## src/rtl/l2_tag_lookup_initiator.sv

```systemverilog
// Requester side of the L2 tag bank flex-channel interface: issues one lookup or flush,
// gathers the bank's response beats and returns them as a single response beat.
`timescale 1ns/1ps
module l2_tag_lookup_initiator #(
    parameter int TAG_W   = 20,
    parameter int SET_W   = 8,
    parameter int WAY_W   = 3,
    parameter int STATE_W = 2,
    parameter int INV_W   = 4,
    parameter int TIMEOUT = 64
) (
    input  logic               clk,
    input  logic               rst,
    input  logic               cmd_valid,
    output logic               cmd_ready,
    input  logic               cmd_flush,
    input  logic [TAG_W-1:0]   cmd_tag,
    input  logic [SET_W-1:0]   cmd_set,
    input  logic               cmd_state_en,
    input  logic               cmd_inv_en,
    input  logic [STATE_W-1:0] cmd_state,
    input  logic [INV_W-1:0]   cmd_inv,
    output logic               tag_in_valid,
    input  logic               tag_in_ready,
    output logic [TAG_W-1:0]   tag_in,
    output logic               set_in_valid,
    input  logic               set_in_ready,
    output logic [SET_W-1:0]   set_in,
    output logic               state_in_valid,
    input  logic               state_in_ready,
    output logic [STATE_W-1:0] state_in,
    output logic               inv_ack_cnt_in_valid,
    input  logic               inv_ack_cnt_in_ready,
    output logic [INV_W-1:0]   inv_ack_cnt_in,
    output logic               flush_in_valid,
    input  logic               flush_in_ready,
    input  logic               way_out_valid,
    output logic               way_out_ready,
    input  logic [WAY_W-1:0]   way_out,
    input  logic               state_out_valid,
    output logic               state_out_ready,
    input  logic [STATE_W-1:0] state_out,
    input  logic               inv_ack_cnt_out_valid,
    output logic               inv_ack_cnt_out_ready,
    input  logic [INV_W-1:0]   inv_ack_cnt_out,
    input  logic               tag_out_evict_valid,
    output logic               tag_out_evict_ready,
    input  logic [TAG_W-1:0]   tag_out_evict,
    input  logic               set_out_evict_valid,
    output logic               set_out_evict_ready,
    input  logic [SET_W-1:0]   set_out_evict,
    input  logic               state_out_evict_valid,
    output logic               state_out_evict_ready,
    input  logic [STATE_W-1:0] state_out_evict,
    input  logic               way_out_flush_valid,
    output logic               way_out_flush_ready,
    input  logic               tag_out_flush_valid,
    output logic               tag_out_flush_ready,
    input  logic               set_out_flush_valid,
    output logic               set_out_flush_ready,
    input  logic               state_out_flush_valid,
    output logic               state_out_flush_ready,
    input  logic               inv_ack_cnt_out_flush_valid,
    output logic               inv_ack_cnt_out_flush_ready,
    input  logic               flush_complete_valid,
    output logic               flush_complete_ready,
    output logic               rsp_valid,
    input  logic               rsp_ready,
    output logic [WAY_W-1:0]   rsp_way,
    output logic [STATE_W-1:0] rsp_state,
    output logic [INV_W-1:0]   rsp_inv,
    output logic               rsp_state_vld,
    output logic               rsp_inv_vld,
    output logic               rsp_evict,
    output logic               rsp_timeout,
    output logic [TAG_W-1:0]   rsp_evict_tag,
    output logic [SET_W-1:0]   rsp_evict_set,
    output logic [STATE_W-1:0] rsp_evict_state,
    output logic [15:0]        rsp_flush_cnt
);
    localparam int CNT_W = $clog2(TIMEOUT + 1);
    localparam logic [CNT_W-1:0] CNT_LAST = CNT_W'(TIMEOUT - 1);

    typedef enum logic [2:0] {S_IDLE, S_ISSUE, S_WAIT, S_FL_REQ, S_FL_DRAIN, S_RSP} state_t;

    state_t             state_q;
    logic               cmd_ready_q;
    logic               tag_v_q, set_v_q, st_v_q, inv_v_q, fl_v_q;
    logic               tag_v_d, set_v_d, st_v_d, inv_v_d;
    logic [TAG_W-1:0]   tag_q;
    logic [SET_W-1:0]   set_q;
    logic [STATE_W-1:0] st_q;
    logic [INV_W-1:0]   inv_q;
    logic               bank_rdy_q, drain_rdy_q;
    logic [CNT_W-1:0]   cnt_q;
    logic               rsp_valid_q, timeout_q, state_vld_q, inv_vld_q;
    logic [WAY_W-1:0]   rsp_way_q;
    logic [STATE_W-1:0] rsp_state_q;
    logic [INV_W-1:0]   rsp_inv_q;
    logic [2:0]         ev_seen_q;
    logic [TAG_W-1:0]   ev_tag_q;
    logic [SET_W-1:0]   ev_set_q;
    logic [STATE_W-1:0] ev_state_q;
    logic [15:0]        flush_cnt_q;
    logic [4:0]         rec_ready;
    logic               any_rec;

    // A request channel stays pending until its own ready is sampled while valid.
    always_comb begin
        tag_v_d = tag_v_q & ~tag_in_ready;
        set_v_d = set_v_q & ~set_in_ready;
        st_v_d  = st_v_q  & ~state_in_ready;
        inv_v_d = inv_v_q & ~inv_ack_cnt_in_ready;
    end

    assign any_rec = way_out_flush_valid | tag_out_flush_valid | set_out_flush_valid |
                     state_out_flush_valid | inv_ack_cnt_out_flush_valid;

    always_ff @(posedge clk) begin
        if (rst) begin
            state_q     <= S_IDLE;
            cmd_ready_q <= 1'b0;
            tag_v_q     <= 1'b0;
            set_v_q     <= 1'b0;
            st_v_q      <= 1'b0;
            inv_v_q     <= 1'b0;
            fl_v_q      <= 1'b0;
            tag_q       <= '0;
            set_q       <= '0;
            st_q        <= '0;
            inv_q       <= '0;
            bank_rdy_q  <= 1'b0;
            drain_rdy_q <= 1'b0;
            cnt_q       <= '0;
            rsp_valid_q <= 1'b0;
            timeout_q   <= 1'b0;
            state_vld_q <= 1'b0;
            inv_vld_q   <= 1'b0;
            rsp_way_q   <= '0;
            rsp_state_q <= '0;
            rsp_inv_q   <= '0;
            ev_seen_q   <= '0;
            ev_tag_q    <= '0;
            ev_set_q    <= '0;
            ev_state_q  <= '0;
            flush_cnt_q <= '0;
        end else begin
            case (state_q)
                S_IDLE: begin
                    if (cmd_valid && cmd_ready_q) begin
                        cmd_ready_q <= 1'b0;
                        tag_q       <= cmd_tag;
                        set_q       <= cmd_set;
                        st_q        <= cmd_state;
                        inv_q       <= cmd_inv;
                        cnt_q       <= '0;
                        timeout_q   <= 1'b0;
                        state_vld_q <= 1'b0;
                        inv_vld_q   <= 1'b0;
                        ev_seen_q   <= '0;
                        rsp_way_q   <= '0;
                        if (cmd_flush) begin
                            fl_v_q      <= 1'b1;
                            flush_cnt_q <= '0;
                            state_q     <= S_FL_REQ;
                        end else begin
                            tag_v_q <= 1'b1;
                            set_v_q <= 1'b1;
                            st_v_q  <= cmd_state_en;
                            inv_v_q <= cmd_inv_en;
                            state_q <= S_ISSUE;
                        end
                    end else begin
                        cmd_ready_q <= 1'b1;
                    end
                end
                S_ISSUE: begin
                    tag_v_q <= tag_v_d;
                    set_v_q <= set_v_d;
                    st_v_q  <= st_v_d;
                    inv_v_q <= inv_v_d;
                    if (!(tag_v_d || set_v_d || st_v_d || inv_v_d)) begin
                        bank_rdy_q <= 1'b1;
                        cnt_q      <= '0;
                        state_q    <= S_WAIT;
                    end
                end
                S_WAIT: begin
                    if (state_out_valid && bank_rdy_q) begin
                        rsp_state_q <= state_out;
                        state_vld_q <= 1'b1;
                    end
                    if (inv_ack_cnt_out_valid && bank_rdy_q) begin
                        rsp_inv_q <= inv_ack_cnt_out;
                        inv_vld_q <= 1'b1;
                    end
                    if (tag_out_evict_valid && bank_rdy_q) begin
                        ev_tag_q     <= tag_out_evict;
                        ev_seen_q[0] <= 1'b1;
                    end
                    if (set_out_evict_valid && bank_rdy_q) begin
                        ev_set_q     <= set_out_evict;
                        ev_seen_q[1] <= 1'b1;
                    end
                    if (state_out_evict_valid && bank_rdy_q) begin
                        ev_state_q   <= state_out_evict;
                        ev_seen_q[2] <= 1'b1;
                    end
                    if (way_out_valid && bank_rdy_q) begin
                        rsp_way_q   <= way_out;
                        bank_rdy_q  <= 1'b0;
                        rsp_valid_q <= 1'b1;
                        state_q     <= S_RSP;
                    end else if (cnt_q == CNT_LAST) begin
                        rsp_way_q   <= '0;
                        timeout_q   <= 1'b1;
                        bank_rdy_q  <= 1'b0;
                        rsp_valid_q <= 1'b1;
                        state_q     <= S_RSP;
                    end else begin
                        cnt_q <= cnt_q + CNT_W'(1);
                    end
                end
                S_FL_REQ: begin
                    if (flush_in_ready) begin
                        fl_v_q      <= 1'b0;
                        drain_rdy_q <= 1'b1;
                        cnt_q       <= '0;
                        state_q     <= S_FL_DRAIN;
                    end
                end
                S_FL_DRAIN: begin
                    // A record arriving alongside the completion is still counted.
                    if (way_out_flush_valid && drain_rdy_q && flush_cnt_q != 16'hFFFF) begin
                        flush_cnt_q <= flush_cnt_q + 16'd1;
                    end
                    if (flush_complete_valid && drain_rdy_q) begin
                        drain_rdy_q <= 1'b0;
                        rsp_valid_q <= 1'b1;
                        state_q     <= S_RSP;
                    end else if (any_rec) begin
                        cnt_q <= '0;
                    end else if (cnt_q == CNT_LAST) begin
                        timeout_q   <= 1'b1;
                        drain_rdy_q <= 1'b0;
                        rsp_valid_q <= 1'b1;
                        state_q     <= S_RSP;
                    end else begin
                        cnt_q <= cnt_q + CNT_W'(1);
                    end
                end
                S_RSP: begin
                    if (rsp_ready) begin
                        rsp_valid_q <= 1'b0;
                        cmd_ready_q <= 1'b1;
                        state_q     <= S_IDLE;
                    end
                end
                default: state_q <= S_IDLE;
            endcase
        end
    end

    generate
        for (genvar gi = 0; gi < 5; gi++) begin : g_rec_rdy
            assign rec_ready[gi] = drain_rdy_q;
        end
    endgenerate

    assign {inv_ack_cnt_out_flush_ready, state_out_flush_ready, set_out_flush_ready,
            tag_out_flush_ready, way_out_flush_ready} = rec_ready;
    assign flush_complete_ready  = drain_rdy_q;

    assign cmd_ready             = cmd_ready_q;
    assign tag_in_valid          = tag_v_q;
    assign set_in_valid          = set_v_q;
    assign state_in_valid        = st_v_q;
    assign inv_ack_cnt_in_valid  = inv_v_q;
    assign tag_in                = tag_q;
    assign set_in                = set_q;
    assign state_in              = st_q;
    assign inv_ack_cnt_in        = inv_q;
    assign flush_in_valid        = fl_v_q;
    assign way_out_ready         = bank_rdy_q;
    assign state_out_ready       = bank_rdy_q;
    assign inv_ack_cnt_out_ready = bank_rdy_q;
    assign tag_out_evict_ready   = bank_rdy_q;
    assign set_out_evict_ready   = bank_rdy_q;
    assign state_out_evict_ready = bank_rdy_q;
    assign rsp_valid             = rsp_valid_q;
    assign rsp_way               = rsp_way_q;
    assign rsp_state             = rsp_state_q;
    assign rsp_inv               = rsp_inv_q;
    assign rsp_state_vld         = state_vld_q;
    assign rsp_inv_vld           = inv_vld_q;
    assign rsp_evict             = &ev_seen_q;
    assign rsp_timeout           = timeout_q;
    assign rsp_evict_tag         = ev_tag_q;
    assign rsp_evict_set         = ev_set_q;
    assign rsp_evict_state       = ev_state_q;
    assign rsp_flush_cnt         = flush_cnt_q;
endmodule

```

## config.mk

```make
export PLATFORM = sky130hd
export DESIGN_NAME = l2_tag_lookup_initiator
export DESIGN_NICKNAME = d
export VERILOG_FILES = /design/src/rtl/l2_tag_lookup_initiator.sv
export SDC_FILE = /design/constraint.sdc
export NUM_CORES = 1
export LEC_CHECK = 0
export CORE_MARGIN = 2
export CORE_UTILIZATION = 42
export CTS_CLUSTER_SIZE = 12
export DETAILED_ROUTE_END_ITERATION = 12
export PLACE_DENSITY = 0.85
export SLEW_MARGIN = 40
export SYNTH_ARGS = -nofsm -noshare
export SYNTH_HDL_FRONTEND = slang
export SYNTH_SLANG_ARGS = --single-unit
```

## constraint.sdc

```tcl
create_clock -name clk -period 2.35 [get_ports clk]
set_input_delay 0.47 -clock clk [delete_from_list [all_inputs] [get_ports clk]]
set_output_delay 0.47 -clock clk [all_outputs]
set_load 0.005 [all_outputs]
```

---- Word-level counts from Yosys, hierarchy flattened ----
Cells that the tools add are included.
storage, ports and cells
  latch bits .............................. 0
  memory bits (read-only) ................. 0
  memory bits (writable) .................. 0
  output and inout bits ................... 112
  word-level logic and storage cells ...... 185
  memories kept ........................... 0
  bits of input ports ..................... 97
  bits in registers ....................... 114
operators by class
  muxes and demuxes ....................... 71
  equality and inequality tests ........... 25
  shift operators ......................... 0
  bitwise gates (word level) .............. 12
  $mul .................................... 0
  reductions and logical operators ........ 47
  $add $sub $neg .......................... 2
  div/mod/pow operators ................... 0
  $lt $le $gt $ge ......................... 0
operators with widths
  operator                 number
  $mux W7                  7
  $mux W16                 3
  $pmux W7 S5              1
  $mux W3                  11
  $mux W1                  32
  $pmux W16 S2             1
  $ne A2 B2 Y1 const B     15
  $reduce_and A3 Y1        10
  $pmux W1 S2              10
  $pmux W3 S6              1
  $add A16 B1 Y16 const B  1
  $ne A16 B16 Y1 const B   1
  $reduce_and A2 Y1        7
  $reduce_bool A2 Y1       7
  $pmux W3 S2              2
  $reduce_and A4 Y1        3
  $logic_and A1 B1 Y1      10
  $reduce_and A5 Y1        2
  $ne A3 B3 Y1 const B     3
  $add A7 B1 Y7 const B    1
  $eq A7 B6 Y1 const B     1
  $eq A3 B2 Y1 const B     2
  $eq A3 B3 Y1 const B     2
  $pmux W1 S3              2
  other kinds (10)         22

---- Logic depth before layout (Yosys ltp) ----
  depth in word-level cells ............... 7
  mapped depth ............................ 8
  gate-level depth less buffers ........... 6

---- Least setup slack after synthesis ----
Ideal clock, no wire load.
  kind .................................... reg2reg
  from .................................... register flush_cnt_q[0], in the netlist rsp_flush_cnt[0]
  to ...................................... register flush_cnt_q[13], in the netlist rsp_flush_cnt[13]
  clock period less this slack ............ 1.847 ns
  data required time ...................... 2.280 ns
  buffers on the path ..................... 2
  cell stages (with the launch flop) ...... 9
  slack ................................... 0.503 ns
  arrival time ............................ 1.776 ns
  cells stage by stage .................... dfxtp_1 -> ha_1 -> nand3_1 -> nor4_2 -> o21ba_4 -> buf_6 -> buf_4 -> o21ai_0 -> a21oi_1
on the way
  longest elaborated chain between the ends .. 4
  elaborated cells on any way between the ends .. 7
RTL lines
  what                                                                     RTL line  RTL
  start: declaration                                                       104       logic [15:0] flush_cnt_q;
  start signal: assignment                                                 235       flush_cnt_q <= flush_cnt_q + 16'd1;
  parallel branches: the longest is 4 deep, another holds $add A16 B1 Y16  -
Several ways; the timed one is not identified. The select of a mux whose other input is x is not followed.
A chain may end at the register's enable or synchronous reset.

---- Worst setup path after layout ----
  from .................................... register bank_rdy_q, in the netlist inv_ack_cnt_out_ready
  to ...................................... output inv_ack_cnt_out_ready
RTL lines
  what                      RTL line  RTL
  start: declaration        94        logic bank_rdy_q, drain_rdy_q;
  start signal: assignment  132       bank_rdy_q <= 1'b0;
  start signal: assignment  183       bank_rdy_q <= 1'b1;
  start signal: assignment  211       bank_rdy_q <= 1'b0;
  end: declaration          44        output logic inv_ack_cnt_out_ready,
No word-level cell between the ends.

==> run metrics <==
Fmax 0.467 GHz; worst vdd ir 0.000479 V; Final WS setup 0.208 ns; CP Capture Type output pin; Synth Area in Simple Gates 26.0%; Cell Area, Synth 4790 µm²; Via-to-Cell Ratio 5.40; HP Start rst; Slew Limit Headroom 55.4%; Area Growth Syn to Fin 57.8%; worst skew pair latency 0.41 ns; Die ar. 12,300 µm²; CTS buffer count 17; critical path class flop to output pin; Met3 Wirelength 1010 µm; CP top delay family flip-flops; synth warn 0; cells along the critical path clkdlybuf4s50_1; First-pass DRT Iterations 4; XOR/XNOR Fraction of Synth Area 0.183%; chip height 111 µm; drt initial violations 412; max-slew violation count 0; critical path's slowest cell dfxtp_1; Die Width 111 µm; final hold slack 0.450 ns; worst r2r src state_q[0]$_SDFFE_PP0P_; DP Worst Slack 0.00124 ns; row count 39; Synth top cells by count 151 x nand2_1, 114 x dfxtp_1, 108 x a21oi_1; DP HPWL 10,700 µm; Final Hold Fails 0; GRT Overall Usage 23.8%; wire per inst 15.4 µm; minimum clock period 2.14 ns; met2 WL 7220 µm; Worst Reg2Reg Path Length in Cells 6; Sink Count 114; # Post-CTS Setup Buffers 0; Bufs and invs on worst path 1; Period Utilization, post-route 91.2%; synthesized area per cell 7.96 µm²; RSZ-0062 raised after global routing false; max-cap violations 0; clk root buf clkbuf_16; num ports 209; Startpoint Class flop; clk_skew 0.00904 ns; largest net degree at the start of global routing 42; crit path DAT 1.67 ns; Core Area 11,300 µm²; reg-to-reg endpoint cnt_q[3]$_SDFFE_PP0P_; NumNets Final 901; met1 WL 6130 µm; total negative slack 0 ns; multiplexer share of the synthesized area 0.209%; synthesized instance count 602; leakage power figure 0.00261 µW; final setup fails 0; Yosys cell types 54; Hold Path Class input port to flop; crit-path max cell delay 0.65 ns; Min-Delay Path Depth 2; async set-reset flop share out of synthesis 0%; Starting Density 42.5%; initial antenna violation count 0; layout cells sized above 1 7.36%; ant diodes 0; worst slew pin tran 0.667 ns; Worst path depth 1; worst-path fanout max 12; total grt overflow 0; Synth Area in Adders 0.522%; GP Congestion 0.894; Synth area leaders dfxtp_1 48%, nand2_1 12%, a21oi_1 11%; Routed WL 14,800 µm; most frequent cell after synthesis nand2_1; Layout Utilization 67.1%; sequential area share after synthesis 47.6%; first-pass GRT wire length 24,100 µm; CTS tree built; cts hold-fix bufs 0; Top Metal Used met4; post-synth top area cell dfxtp_1; CTS max path bufs 2; Compound-Gate Fraction of Synth Area 20.2%; P per Cell Area 841 nW/µm²; #FFs+latches synth 114; Vias 5,175; Worst R2R Setup Slack 0.30 ns; WP data required 1.88 ns; DRC viols 0; Most used DFF post-synth dfxtp_1; I/O Buffers 208; Post-synth EDFFs 0; Routed Antenna Nets 0; status completed; area share of the largest cell type after synthesis 47.6%; post_cts resized 0; Worst-path clk slew 0.05 ns; Min-Delay Endpoint rsp_evict_set[4]$_SDFFE_PP0P_; vias in the first global route 5,005; H-tree Lvls 4; main combinational cell family by area after synthesis simple AND/OR/NAND/NOR gates; Syn Nets 701
## per-stage QoR
stage | power, µW | instance area (µm²) | std cells
finish | 6360 | 7560 | 958
global route | 6650 | 7560 | 958
CTS | 6390 | 7560 | 958
detailed placement | 3820 | 6980 | 926
global placement | 3780 | 6980 | 926
floorplan | 3060 | 4790 | 602
## cells in the final DEF, fill, tap and decap left out, types with 2 or more instances in the layout
cell type	n
a21o_1	2
a21oi_1	108
a22oi_1	6
a31oi_1	2
a41oi_1	2
and2_1	2
and3_1	4
and4_1	5
buf_4	18
bufinv_16	3
clkbuf_1	3
clkbuf_16	17
clkdlybuf4s50_1	207
clkinv_2	6
dfxtp_1	114
ha_1	2
inv_1	6
nand2_1	151
nand2b_1	2
nand3_1	29
nand3b_1	3
nand4_1	7
nor2_1	20
nor2_4	2
nor2b_1	7
nor3_1	12
o211ai_1	3
o21ai_0	19
o221a_2	2
o22ai_1	2
o31ai_1	7
or3_1	10
or4_1	5
## how the worst max path moves through the flow
stage | from | end | slack (ns)
2_1_floorplan | rsp_flush_cnt[0]$_SDFFE_PP0P_ | rsp_flush_cnt[13]$_SDFFE_PP0P_ | 0.50
3_3_place_gp | way_out_flush_valid | cnt_q[3]$_SDFFE_PP0P_ | 0.06
3_5_place_dp | tag_out_flush_valid | cnt_q[3]$_SDFFE_PP0P_ | 0.001
4_1_cts | inv_ack_cnt_out_ready$_SDFFE_PP0P_ | inv_ack_cnt_out_ready | 0.21
5_1_grt | rsp_flush_cnt[0]$_SDFFE_PP0P_ | rsp_flush_cnt[3]$_SDFFE_PP0P_ | 0.08
6_report | inv_ack_cnt_out_ready$_SDFFE_PP0P_ | inv_ack_cnt_out_ready | 0.21
## area by class of cell
cell class              count  area, µm²
fillers                   894       3710
flip-flops and latches    114       2280
multi-input cells         437       2260
repair buffers            226       2230
clock buffers              21        450
well taps                 143        179
clock inverters            11        136
inverters                   6       22.5
## report_power, final
group | leakage, µW | internal (µW) | switching, µW
clock | 0.000290 | 1680 | 878
sequential | 0.000922 | 2090 | 140
combinational | 0.00139 | 786 | 779
## routing by layer
metal | track usage [%] | vias up
li1 | - | 2511
met1 | 27.5 | 2402
met2 | 40.5 | 220
met3 | 7.65 | 42
met4 | 10.7 | 0
met5 | 0 | -
## flip-flops by register name, summed over array words and instances (netlist names), 3 cells and up
register / count
rsp_evict_tag: 20
tag_in: 20
rsp_flush_cnt: 16
rsp_evict_set: 8
set_in: 8
cnt_q: 7
inv_ack_cnt_in: 4
rsp_inv: 4
ev_seen_q: 3
rsp_way: 3
state_q: 3
## cells by family (layout without fill, tap and decap cells)
family / Yosys count / after routing
XOR/XNOR: 1 / 1
flip-flops: 114 / 114
AO/OA/AOI/OAI: 166 / 166
multiplexers: 1 / 1
adder cells (fa/ha/maj): 2 / 2
buffers and inverters: 51 / 264
AND/OR/NAND/NOR: 267 / 267
Power figures use the tool's default switching activity.
